**src/rtl/product_bcd_converter_if.sv**
```systemverilog
// Handshake and result bundle between the multiplier-side controller and the
// product BCD converter.
interface product_bcd_converter_if #(
   parameter int unsigned WIDTH  = 16,
   parameter int unsigned DIGITS = 5
);
   logic                  Start;
   logic [WIDTH-1:0]      Product;
   logic                  Busy;
   logic                  Done;
   logic                  Negative;
   logic [4*DIGITS-1:0]   Bcd;

   modport master (
      output Start, Product,
      input  Busy, Done, Negative, Bcd
   );

   modport slave (
      input  Start, Product,
      output Busy, Done, Negative, Bcd
   );
endinterface

```
**src/rtl/product_bcd_converter.sv**
```systemverilog
// Sequential double-dabble converter: signed product in, sign flag plus packed
// BCD magnitude out, one product bit consumed per ADJUST/SHIFT pair.
module product_bcd_converter #(
   parameter int unsigned WIDTH  = 16,
   parameter int unsigned DIGITS = 5
) (
   input  logic                      Clk,
   input  logic                      Reset,
   product_bcd_converter_if.slave    bus
);
   localparam int unsigned SW = 4 * DIGITS;
   localparam int unsigned CW = $clog2(WIDTH + 1);

   function automatic longint unsigned pow_u(input int unsigned base, input int unsigned ex);
      longint unsigned r;
      r = 1;
      for (int unsigned i = 0; i < ex; i++) r = r * 64'(base);
      return r;
   endfunction

   generate
      if (pow_u(10, DIGITS) <= pow_u(2, WIDTH - 1)) begin : g_digits_too_few
         $error("DIGITS too small to hold the largest magnitude of a WIDTH-bit product");
      end
   endgenerate

   typedef enum logic [1:0] {IDLE, ADJUST, SHIFT, DONE} state_t;

   state_t            state_q, state_d;
   logic [WIDTH-1:0]  mag_q, mag_d;
   logic [SW-1:0]     scratch_q, scratch_d;
   logic [CW-1:0]     count_q, count_d;
   logic              sign_q, sign_d;
   logic [SW-1:0]     bcd_q, bcd_d;
   logic              neg_q, neg_d;
   logic              busy_q, busy_d;
   logic              done_q, done_d;

   always_comb begin
      state_d   = state_q;
      mag_d     = mag_q;
      scratch_d = scratch_q;
      count_d   = count_q;
      sign_d    = sign_q;
      bcd_d     = bcd_q;
      neg_d     = neg_q;
      case (state_q)
         IDLE: begin
            if (bus.Start) begin
               // Unsigned negate: the most negative product maps onto itself, which is its true magnitude.
               mag_d     = bus.Product[WIDTH-1] ? (~bus.Product + WIDTH'(1)) : bus.Product;
               sign_d    = bus.Product[WIDTH-1];
               scratch_d = '0;
               count_d   = '0;
               state_d   = ADJUST;
            end
         end
         ADJUST: begin
            for (int unsigned i = 0; i < DIGITS; i++) begin
               if (scratch_q[4*i +: 4] >= 4'd5) scratch_d[4*i +: 4] = scratch_q[4*i +: 4] + 4'd3;
            end
            state_d = SHIFT;
         end
         SHIFT: begin
            {scratch_d, mag_d} = {scratch_q[SW-2:0], mag_q, 1'b0};
            count_d            = count_q + CW'(1);
            if (count_q == CW'(WIDTH - 1)) begin
               bcd_d   = {scratch_q[SW-2:0], mag_q[WIDTH-1]};
               neg_d   = sign_q;
               state_d = DONE;
            end else begin
               state_d = ADJUST;
            end
         end
         default: state_d = IDLE;
      endcase
      // Status flags are registered copies of the next state so they stay Moore-aligned.
      busy_d = (state_d == ADJUST) || (state_d == SHIFT);
      done_d = (state_d == DONE);
   end

   always_ff @(posedge Clk) begin
      if (Reset) begin
         state_q   <= IDLE;
         mag_q     <= '0;
         scratch_q <= '0;
         count_q   <= '0;
         sign_q    <= 1'b0;
         bcd_q     <= '0;
         neg_q     <= 1'b0;
         busy_q    <= 1'b0;
         done_q    <= 1'b0;
      end else begin
         state_q   <= state_d;
         mag_q     <= mag_d;
         scratch_q <= scratch_d;
         count_q   <= count_d;
         sign_q    <= sign_d;
         bcd_q     <= bcd_d;
         neg_q     <= neg_d;
         busy_q    <= busy_d;
         done_q    <= done_d;
      end
   end

   assign bus.Busy     = busy_q;
   assign bus.Done     = done_q;
   assign bus.Negative = neg_q;
   assign bus.Bcd      = bcd_q;
endmodule
```
**src/flat_wrapper.sv**
```systemverilog
// flat-port wrapper written by rule: the top's interface ports become plain ports
module product_bcd_converter_flat 
#(
   parameter int unsigned WIDTH  = 16,
   parameter int unsigned DIGITS = 5
)
  (Clk, Reset, bus_Start, bus_Product, bus_Busy, bus_Done, bus_Negative, bus_Bcd);
  product_bcd_converter_if #(.WIDTH(WIDTH), .DIGITS(DIGITS)) bus_i ();
  input  logic Clk;
  input  logic Reset;
  input wire logic [$bits(bus_i.Start)-1:0] bus_Start;
  input wire logic [$bits(bus_i.Product)-1:0] bus_Product;
  output wire logic [$bits(bus_i.Busy)-1:0] bus_Busy;
  output wire logic [$bits(bus_i.Done)-1:0] bus_Done;
  output wire logic [$bits(bus_i.Negative)-1:0] bus_Negative;
  output wire logic [$bits(bus_i.Bcd)-1:0] bus_Bcd;
  assign bus_i.Start = bus_Start;
  assign bus_i.Product = bus_Product;
  assign bus_Busy = bus_i.Busy;
  assign bus_Done = bus_i.Done;
  assign bus_Negative = bus_i.Negative;
  assign bus_Bcd = bus_i.Bcd;
  product_bcd_converter #(.WIDTH(WIDTH), .DIGITS(DIGITS)) u_core (.Clk(Clk), .Reset(Reset), .bus(bus_i));
endmodule
```
**config.mk**
```make
export PLATFORM = sky130hd
export DESIGN_NAME = product_bcd_converter_flat
export DESIGN_NICKNAME = d
export VERILOG_FILES = /design/src/rtl/product_bcd_converter_if.sv /design/src/rtl/product_bcd_converter.sv /design/src/flat_wrapper.sv
export SDC_FILE = /design/constraint.sdc
export NUM_CORES = 1
export LEC_CHECK = 0
export BUFFER_PORTS_ARGS = -buffer_cell sky130_fd_sc_hd__buf_4
export CORE_MARGIN = 8
export CORE_UTILIZATION = 58
export CTS_CLUSTER_SIZE = 14
export DETAILED_ROUTE_END_ITERATION = 7
export GPL_TIMING_DRIVEN = 0
export PLACE_DENSITY_LB_ADDON = 0.08
export SETUP_SLACK_MARGIN = 0.2
export SLEW_MARGIN = 20
export SYNTH_ARGS = -nofsm -noshare
export SYNTH_HDL_FRONTEND = slang
export SYNTH_SLANG_ARGS = --single-unit
```
**constraint.sdc**
```tcl
create_clock -name Clk -period 2.25 [get_ports Clk]
set_input_delay 0.45 -clock Clk [delete_from_list [all_inputs] [get_ports Clk]]
set_output_delay 0.45 -clock Clk [all_outputs]
set_load 0.05 [all_outputs]
```
## After elaboration in Yosys (flattened, before gate mapping)

Index checks and enable logic that the tools add are counted.

| cells by class | value |
|---|---|
| add/subtract/negate cells | 7 |
| magnitude comparators | 5 |
| eq/ne operators | 12 |
| muxes and demuxes | 15 |
| bitwise logic cells | 1 |
| reduce and logical (&&, ||, !) cells | 12 |

Operators with widths:

| kind | number |
|---|---|
| one-hot mux 20 bit (3 select lines) | 1 |
| 2-to-1 mux 16 bit | 2 |
| one-hot mux 16 bit (2 select lines) | 1 |
| adder 4 x 2 -> 4 bit, second input constant | 5 |
| >= comparator 4 x 3 -> 1 bit, second input constant | 5 |
| 2-to-1 mux 20 bit | 1 |
| 2-to-1 mux 4 bit | 5 |
| adder 16 x 1 -> 16 bit, second input constant | 1 |
| inverter 16 bit | 1 |
| AND reduction 3 bit | 5 |
| != test 2 x 1 -> 1 bit, second input constant | 5 |
| one-hot mux 5 bit (2 select lines) | 1 |
| equality test 2 bit, second input constant | 3 |
| one-hot mux 2 bit (3 select lines) | 1 |
| AND reduction 2 bit | 3 |
| adder 5 x 1 -> 5 bit, second input constant | 1 |
| equality test 5 x 4 -> 1 bit, second input constant | 1 |
| 2-to-1 mux 5 bit | 1 |
| equality test 2 x 1 -> 1 bit, second input constant | 2 |
| 2-to-1 mux 2 bit | 2 |
| nonzero test 3 bit | 1 |
| zero test 2 bit | 1 |
| != test 2 bit, second input constant | 1 |
| nonzero test 2 bit | 1 |
| logical OR 1 bit | 1 |

| word-level totals | value |
|---|---|
| register bits | 67 |
| input port bits | 19 |
| output and inout bits | 23 |

## Logic depth before layout (Yosys ltp)

Gate-level depths: netlist of the first run.

| logic depth | value |
|---|---|
| depth in word-level cells | 5 |
| gate-level depth with buffers | 10 |
| depth with buffers taken out | 8 |

## Worst setup path before layout of the first run

OpenSTA, ideal clock, no wires.

| path | value |
|---|---|
| path kind | flip-flop to flip-flop |
| from | register u_core.state_q[0] |
| to | register u_core.busy_q (netlist: u_core.bus.Busy) |
| arrival | 1.934 ns |
| slack | 0.189 ns |
| cell stages (with the launch flop) | 11 |
| path buffers | 2 |
| clock period less this slack | 2.061 ns |
| path through | dfxtp_1 -> inv_1 -> ha_1 -> clkbuf_1 -> nand2b_1 -> clkbuf_1 -> inv_1 -> a211oi_1 -> nor2_1 -> ha_1 -> nor2b_1 |

| on the way | value |
|---|---|
| longest elaborated chain between the ends | 4 |
| elaborated cells on any way between the ends | 8 |
| those cells by class | eq/ne: 4; mux: 2; reduce/logical: 2 |

Ends and longest elaborated chain:

| what | line | text |
|---|---|---|
| start: declaration | product_bcd_converter.sv:29 | `state_t state_q, state_d;` |
| start signal: assignment | product_bcd_converter.sv:94 | `state_q <= state_d;` |
| equality test 2 bit (tied with other cells) | product_bcd_converter.sv:47 | `case (state_q)` |
| one-hot mux 2 bit (3 select lines) * | product_bcd_converter.sv:47 |  |
| via u_core.state_d[1] | product_bcd_converter.sv:29 |  |
| equality test 2 x 1 -> 1 bit or equality test 2 bit (tied branches) | product_bcd_converter.sv:78 | `busy_d = (state_d == ADJUST) \|\| (state_d == SHIFT);` |
| logical OR 1 bit * | product_bcd_converter.sv:78 |  |
| via u_core.busy_d | product_bcd_converter.sv:36 | `logic busy_q, busy_d;` |
| end signal: assignment | product_bcd_converter.sv:101 | `busy_q <= busy_d;` |
| end: declaration | product_bcd_converter.sv:36 |  |

The timed path passes the listed nets; every way through them passes the cells marked *.
A chain may end at the register's enable or synchronous reset.

## Worst setup path after layout of the first run

| path | value |
|---|---|
| from | register u_core.state_q[1] |
| to | register u_core.busy_q (netlist: u_core.bus.Busy) |

| on the way | value |
|---|---|
| longest elaborated chain between the ends | 4 |
| elaborated cells on any way between the ends | 8 |
| those cells by class | eq/ne: 4; mux: 2; reduce/logical: 2 |

Ends and longest elaborated chain:

| what | line |
|---|---|
| equality test 2 bit (tied with other cells) | product_bcd_converter.sv:47 |
| one-hot mux 2 bit (3 select lines) * | product_bcd_converter.sv:47 |
| via u_core.state_d[1] | product_bcd_converter.sv:29 |
| equality test 2 x 1 -> 1 bit or equality test 2 bit (tied branches) | product_bcd_converter.sv:78 |
| logical OR 1 bit * | product_bcd_converter.sv:78 |
| via u_core.busy_d | product_bcd_converter.sv:36 |

Marked as above.

==> results of run 1 <==
## area by class of cell
| cell class | instances | area share |
|---|---|---|
| sequential | 67 | 0.3132 |
| timing repair buffer | 44 | 0.07960 |
| inverter | 32 | 0.02876 |
| tap | 75 | 0.02179 |
| clock buffer | 14 | 0.03777 |
| clock inverter | 2 | 0.002324 |
| multi-input combinational | 339 | 0.4808 |
| buffer | 28 | 0.03574 |
## how the worst min path moves through the flow
| stage | startpoint | depth (start not counted) | to |
|---|---|---|---|
| after floorplan | u_core.mag_q[1] | 2 | u_core.mag_q[1] |
| after global placement | u_core.mag_q[1] | 2 | u_core.mag_q[1] |
| after detailed placement | u_core.mag_q[5] | 2 | u_core.mag_q[5] |
| after global routing | bus_Product[0] | 3 | u_core.mag_q[0] |
| final | bus_Product[0] | 3 | u_core.mag_q[0] |
| after CTS | bus_Product[0] | 3 | u_core.mag_q[0] |
## per-stage QoR
| step | instances | setup TNS (ps) | setup slack [ps] | total power, mW | instance area [sq um] |
|---|---|---|---|---|---|
| 6_report | 601 | 0 | 267.0 | 3.052 | 4307 |
| 5_1_grt | 601 | 0 | 155.9 | 3.194 | 4307 |
| 4_1_cts | 598 | 0 | 219.2 | 2.960 | 4199 |
| 3_5_place_dp | 581 | -4490 | -205.4 | 2.030 | 3961 |
| 3_3_place_gp | 581 | -2722 | -149.2 | 2.008 | 3961 |
| 2_1_floorplan | 466 | 0 | 213.0 | 1.816 | 3567 |
## placed cells by master, fill, tap and decap left out, types with 6 or more instances in the layout
cell,instances
nand2_1,80
dfxtp_1,65
buf_4,47
a21oi_1,47
o21ai_0,34
inv_1,31
nor2_1,21
nand3_1,20
clkbuf_1,17
ha_1,17
nand2b_1,15
clkbuf_8,13
xor2_1,12
a32oi_1,7
nor2b_1,6
o31ai_1,6
## repair_timing
item / in CTS / in global routing
pin swaps: 1 / 2
buffers inserted: 1 / 3
resized for setup: 22 / 30
setup endpoints to repair: 59 / 47
## layer usage
metal  up-vias  track usage
li1       1718            -
met1      1636       0.2902
met2       130       0.3424
met3        17      0.04683
met4         0      0.08983
met5         -            0
## power groups by stage
| stage | combinational, mW | sequential [mW] | clock, mW |
|---|---|---|---|
| final | 0.825 | 1.32 | 0.909 |
| after global routing | 0.900 | 1.33 | 0.966 |
| after CTS | 0.738 | 1.31 | 0.908 |
| after detailed placement | 0.692 | 1.34 | 0 |
| after global placement | 0.673 | 1.34 | 0 |
| after floorplan | 0.468 | 1.35 | 0 |
## flip-flops by register name (all words and copies together) (netlist names)
register	count
u_core.count_q	5
u_core.bus.Done	1
u_core.mag_q	16
u_core.bus.Bcd	20
u_core.bus.Negative	1
u_core.bus.Busy	1
u_core.sign_q	1
u_core.state_q	2
u_core.scratch_q	20
## logic make-up (layout without fill, tap and decap cells)
family                     count (synthesis)  in the layout  share of synthesized area
adders and majority gates                 18             18                    0.06316
AOI/OAI and AO/OA                        130            130                     0.2221
DFF                                       67             67                     0.3761
muxes                                      4              4                    0.01123
xor gates and xnor gates                  17             17                    0.04175
and+or+nand+nor                          170            170                     0.2225
buffers and inverters                     60            120                    0.06316
## worst max-delay path: cells and delay by family, from the launching register on
family | cells | cell delay [ps]
adder cells (fa/ha/maj) | 2 | 440
AO/OA/AOI/OAI | 1 | 260
flip-flops | 1 | 380
buffers and inverters | 4 | 500
AND/OR/NAND/NOR | 3 | 280
==> results.cfg, run 1 <==
[floorplan]
num_io_pins = 42
die_area_sq_mm = 0.008913
initial_core_util = 0.6023
dieHeight_um = 94.41
core_area_sq_mm = 0.005921
rows = 28
die_w_um = 94.41

[critical_path]
reg2reg_depth = 10
arrival_ps = 2200
crit_required_ps = 2470
r2r_end = u_core.bus.Busy
critPathKind = flop to flop
critPathCaptureType = flop
worstPathMaxFanout = 10
startpoint_type = flop
cp-startpoint = u_core.state_q[1]
rrSetupSlack_ps = 270
reg2reg_from = u_core.state_q[1]
endpoint = u_core.bus.Busy
critPathMaxStageDelay_ps = 380
cp_slowest_cell = dfxtp_4
crit_chain = inv_1 -> ha_1 -> buf_4 -> nand2b_4 -> clkbuf_8 -> inv_1 -> a211oi_4 -> nor2_1 -> ha_1 -> nor2b_1

[logic_synthesis]
synth_edf_count = 0
synth-seq-area-share = 0.3761
syn_area_sq_mm = 0.003566
yosys_warnings = 0
syn_nets = 503
yosysMostFrequentCell = nand2_1
synthTopCellsByArea = dfxtp_1 38%, nand2_1 8.4%, a21oi_1 6.6%
ys_seq_elements = 67
synth_top_area_frac = 0.3761
ys_types = 41
async_reset_ff_frac = 0
synth-main-ff-cell = dfxtp_1
syn-instance-count = 466
ys_top_cells_by_count = 80 x nand2_1, 67 x dfxtp_1, 47 x a21oi_1
synth.largest_area_cell = dfxtp_1
avgSynthCellArea_sq_um = 7.652

[place]
port_buffers = 40
hpwl_um = 6563
gp_congestion = 0.8359

[cts]
h-tree-depth = 3
cts_tree = built
clockRootBuffer = clkbuf_8
clkTransAtPathRegs_ps = 70
clock_path_buffers = 2
clock_sinks = 67
clk_latency_ps = 350
hold_buffers = 0
numCtsBuffers = 9

[timing]
report.final.setup_viol = 0
maxSlewHeadroom = 0.6011
finalCritPeriodShare = 0.8813
skew_ps = 5.915
hold_viol_final = 0
grt_setup_unrepaired = true
fmax_mhz = 504.3
period_needed_ps = 1983
fin_hold_ws_ps = 388.3
drv_slew = 0
worst_slew_pin_slew_ps = 598.3

[pwr]
p_per_area_mw_per_mm2 = 708.6
peakVddDrop_mv = 0.4218
p_seq_frac = 0.432
intPower_mw = 2.043
swShare = 0.3306
pwr-share-comb = 0.270
leakagePower_nw = 1.624
pwr-share-clk = 0.298
p_switching_mw = 1.009

[routing]
wl_met2_um = 4536
drc = 0
wl_met1_um = 4271
detail-route-antenna-nets = 0
wl_met3_um = 574
drt_iter0_drc = 237
wl_um = 9516
vias_per_cell = 5.825
first_pass_iters = 5
dr.max_layer_used = met4
dr_total_vias = 3501
wire_per_inst_um = 15.83

[layout]
final_nets = 558
fin_util = 0.7274
fill_cells = 475
antenna_cells = 0
multiInputGateArea_sq_mm = 0.002071
synthToLayoutAreaGrowth_pct = 20.77
layout-drive-gt1-share = 0.1844
regArea_sq_mm = 0.001349

[grt]
antenna_found_initial = 0
grt_max_degree = 11
first_global_vias = 3345
grt_overflow = 0
grt_pass1_wl_um = 15680
grt_usage = 0.2205

[run]
drv_cap = 0

[run_status]
status = finished, final reports clean

[hold_path]
hp-class = input port to flop
Power figures use the tool's default switching activity.
==> inputs of run 2 (changes only) <==
CORE_ASPECT_RATIO = 0.5   (was default)
CORE_MARGIN = 5   (was 8)
GPL_TIMING_DRIVEN = 1   (was 0)
==> run 2 against run 1 <==
Against the previous run:
- worst hold slack got worse by 0.72 ps
- cell area rose by 0.41%
- clock power rose by 42%
- cell count fell by 2.5%
- fmax rose by 3.5%
- setup slack improved by 66 ps
==> results.cfg, run 2 (synthesis results as in run 1) <==
[cts]
numCtsBuffers = 9
clock_path_buffers = 2
clk_latency_ps = 340
clkTransAtPathRegs_ps = 50
clock_sinks = 67
clockRootBuffer = clkbuf_16
h-tree-depth = 3
cts_tree = built
hold_buffers = 0

[place]
port_buffers = 41
hpwl_um = 5158
gp_congestion = 0.8518
dp_cells = 569

[floorplan]
core_area_sq_mm = 0.006006
num_io_pins = 42
die_area_sq_mm = 0.007912
rows = 20
die_w_um = 120.9
dieHeight_um = 65.45
initial_core_util = 0.5938

[layout]
final_nets = 541
final_cell_count_no_fill = 586
synthToLayoutAreaGrowth_pct = 21.26
layout-drive-gt1-share = 0.1749
final_common_cell = nand2_1
antenna_cells = 0
final_cell_mix = 80 x nand2_1, 67 x dfxtp_1, 52 x buf_4, 47 x a21oi_1, 35 x o21ai_0
fill_cells = 493

[timing]
period_needed_ps = 1917
fmax_mhz = 521.7
grt_setup_unrepaired = false
fin_setup_tns_ps = 0
report.final.setup_viol = 0
hold_viol_final = 0
worst_slew_pin_slew_ps = 493.8
maxSlewHeadroom = 0.6693
drv_slew = 0
finalCritPeriodShare = 0.8519
skew_ps = 4.582

[critical_path]
critPathKind = flop to flop
rrSetupSlack_ps = 330
crit_required_ps = 2470
startpoint_type = flop
arrival_ps = 2140
critPathCaptureType = flop
worstPathMaxFanout = 4

[routing]
vias_per_cell = 5.608
drt_iter0_drc = 235
first_pass_iters = 4
wire_per_inst_um = 13.55
detail-route-antenna-nets = 0
drc = 0
wl_um = 7939
dr_total_vias = 3286

[grt]
first_global_vias = 3083
grt_usage = 0.2156
grt_overflow = 0
grt_max_degree = 48
grt_pass1_wl_um = 13770
antenna_found_initial = 0

[run_status]
status = finished, final reports clean

[pwr]
leakagePower_nw = 1.642
peakVddDrop_mv = 0.4007
p_per_area_mw_per_mm2 = 776.8

[hold_path]
hp-class = input port to flop

[run]
drv_cap = 0
[run 2: final timing paths]
path / startpoint / endpoint / cells past startpoint
setup / recovery: u_core.count_q[0] / u_core.bus.Busy / 8
hold / removal: bus_Product[0] / u_core.mag_q[0] / 3
setup reg to reg: u_core.count_q[0] / u_core.bus.Busy / 8
hold reg to reg: u_core.mag_q[1] / u_core.mag_q[1] / 2
[run 2: report_power, final]
group	total, mW	switching, mW	internal, mW
Combinational	0.755	0.451	0.304
Clock	1.29	0.487	0.802
Sequential	1.32	0.0518	1.26
Total	3.36	0.990	2.37
[run 2: repair_timing]
| action | CTS | global route |
|---|---|---|
| pin swaps | 0 | 2 |
| setup endpoints to repair | 20 | 31 |
| gates resized for setup | 1 | 9 |
| gates cloned | 0 | 0 |
| endpoints found under the hold margin | 0 | 0 |
| setup buffers | 0 | 1 |
[run 2: cell type report]
type | instances | area [sq um] | area share
Clock buffer | 14 | 264.0 | 0.06105
Clock inverter | 2 | 10.01 | 0.002315
Inverter | 32 | 120.1 | 0.02778
Multi-Input combinational cell | 339 | 2051 | 0.4742
Sequential cell | 67 | 1341 | 0.3102
Tap cell | 77 | 96.34 | 0.02228
Timing Repair Buffer | 55 | 441.7 | 0.1021
[run 2: layer usage]
layer	part of all wire	vias to the layer above	GRT usage
met5	0	-	0
met4	0.012	0	0.05226
met3	0.054	10	0.07137
met2	0.46	72	0.3766
met1	0.48	1523	0.2589
li1	-	1681	-
[run 2: stage by stage]
stage                     setup slack [ps]  utilization  hold WS, ps  instance area (sq um)  total power, mW
after floorplan                      213.0            -        432.1                   3567            1.816
after global placement               66.37       0.6619        442.1                   3975            2.015
after detailed placement             25.02       0.6619        445.8                   3975            2.026
after CTS                            208.4       0.7090        383.6                   4258            3.324
after global routing                 216.9       0.7200        405.8                   4324            3.545
final                                333.2       0.7200        387.6                   4324            3.359
[run 2: worst max-delay path: stages, from the launching register on]
cell and delay [ps]:
dfxtp_1 330, ha_1 230, and3_1 190, ha_1 200, and2_0 190, a211oi_2 180
nor2_1 90, ha_1 270, nor2b_1 120
==> inputs of run 3 (changes only) <==
CORE_UTILIZATION = 60   (was 58)
CTS_BUF_LIST = sky130_fd_sc_hd__clkbuf_4 sky130_fd_sc_hd__clkbuf_8   (was default)
==> run 3 against run 2 <==
Against the previous run:
- worst hold slack improved by 1.9 ps
- register-to-register slack got worse by 60 ps
- critical endpoint is now u_core.scratch_q[15]
- cell count decreased by 1.2%
- highest routed layer unchanged
==> results.cfg, run 3 (synthesis results as in run 1) <==
[critical_path]
critPathBufInv = 2
reg2reg_depth = 7
arrival_ps = 2220
rrSetupSlack_ps = 270
r2r_end = u_core.scratch_q[15]
crit_required_ps = 2490
worstPathMaxFanout = 10
critPathKind = flop to flop
crit_family = compound AO/OA/AOI/OAI gates
reg2reg_from = u_core.state_q[1]
startpoint_type = flop
critPathCaptureType = flop
cp-startpoint = u_core.state_q[1]
crit_chain = inv_1 -> ha_1 -> o31ai_4 -> buf_4 -> a31oi_4 -> a32oi_1 -> nor2_1
cp_slowest_cell = o31ai_4
critPathMaxStageDelay_ps = 520

[run_status]
status = finished, final reports clean

[routing]
first_pass_iters = 5
wire_per_inst_um = 14.18
dr_total_vias = 3348
detail-route-antenna-nets = 0
vias_per_cell = 5.782
drc = 0
wl_um = 8208
drt_iter0_drc = 213

[place]
port_buffers = 41
gp_congestion = 0.8819
hpwl_um = 5600
dpl_cell_area_sq_mm = 0.003948

[layout]
multiInputGateArea_sq_mm = 0.002044
final_nets = 538
final_common_cell = nand2_1
layout-drive-gt1-share = 0.1719
regArea_sq_mm = 0.001341
antenna_cells = 0
fill_cells = 424
final_cell_mix = 80 x nand2_1, 67 x dfxtp_1, 50 x buf_4, 47 x a21oi_1, 35 x o21ai_0
final_area_sq_mm = 0.004202
synthToLayoutAreaGrowth_pct = 17.82

[hold_path]
holdPathStages = 3
hp-class = input port to flop
holdCritStartpoint = bus_Product[0]
hold_path_end = u_core.mag_q[0]

[pwr]
power_mw = 3.042
p_per_area_mw_per_mm2 = 724.1
leakagePower_nw = 1.585
peakVddDrop_mv = 0.4998

[floorplan]
die_w_um = 119.0
rows = 19
dieHeight_um = 64.51
initial_core_util = 0.6356
num_io_pins = 42
die_area_sq_mm = 0.007678
core_area_sq_mm = 0.005610

[timing]
fin_setup_tns_ps = 0
fin_hold_ws_ps = 389.5
grt_setup_unrepaired = true
drv_slew = 0
worst_slew_pin_slew_ps = 557.8
report.final.setup_viol = 0
period_needed_ps = 1978
fmax_mhz = 505.5
hold_viol_final = 0
maxSlewHeadroom = 0.6264
skew_ps = 7.520
finalCritPeriodShare = 0.8793

[run]
drv_cap = 0

[cts]
numCtsBuffers = 9
hold_buffers = 0
clock_sinks = 67
clockRootBuffer = clkbuf_8
clock_path_buffers = 2
cts_tree = built
clkTransAtPathRegs_ps = 70
clk_latency_ps = 350
h-tree-depth = 3

[grt]
grt_overflow = 0
first_global_vias = 3182
grt_max_degree = 44
grt_usage = 0.2237
antenna_found_initial = 0
grt_pass1_wl_um = 14130
run 3: power breakdown:
part / switching (mW) / internal (mW)
sequential: 0.0502 / 1.26
clock: 0.451 / 0.548
combinational: 0.448 / 0.285
total: 0.949 / 2.09
run 3: metrics by stage:
step                      setup WS [ps]  std cells    util
after floorplan                   213.0        466       -
after global placement            43.07        562  0.7036
after detailed placement         -34.03        562  0.7036
after CTS                         214.9        578  0.7404
after global routing              150.5        579  0.7489
final                             271.7        579  0.7489
run 3: metal layers:
| metal | share of wire | global-route usage |
|---|---|---|
| met5 | 0 | 0 |
| met2 | 0.49 | 0.3949 |
| met3 | 0.067 | 0.07472 |
| met4 | 0.011 | 0.08369 |
| met1 | 0.44 | 0.2560 |
run 3: worst max path at each step:
| stage | to | slack, ps | depth (start not counted) |
|---|---|---|---|
| 2_1_floorplan | u_core.mag_q[11] | 210 | 5 |
| 3_3_place_gp | u_core.mag_q[9] | 40 | 6 |
| 3_5_place_dp | u_core.mag_q[11] | -30 | 6 |
| 4_1_cts | u_core.mag_q[13] | 210 | 7 |
| 5_1_grt | u_core.scratch_q[13] | 150 | 7 |
| 6_report | u_core.scratch_q[15] | 270 | 7 |
run 3: final cells by class:
| cell class | instances | share of cell area |
|---|---|---|
| clock inverter | 5 | 0.01251 |
| timing repair buffer | 52 | 0.09678 |
| sequential | 67 | 0.3192 |
| tap | 73 | 0.02174 |
| clock buffer | 11 | 0.03454 |
| inverter | 32 | 0.02859 |
| multi-input combinational | 339 | 0.4866 |
run 3: tightest hold or removal path, cell delays in order:
cell	delay [ps]
buf_4	100
a22oi_1	60
nor2_1	80
run 3: timing repair:
item / 4_1_cts / 5_1_grt
pin swaps: 0 / 1
resized for setup: 1 / 8
buffers inserted: 0 / 1
setup endpoints to repair: 20 / 36
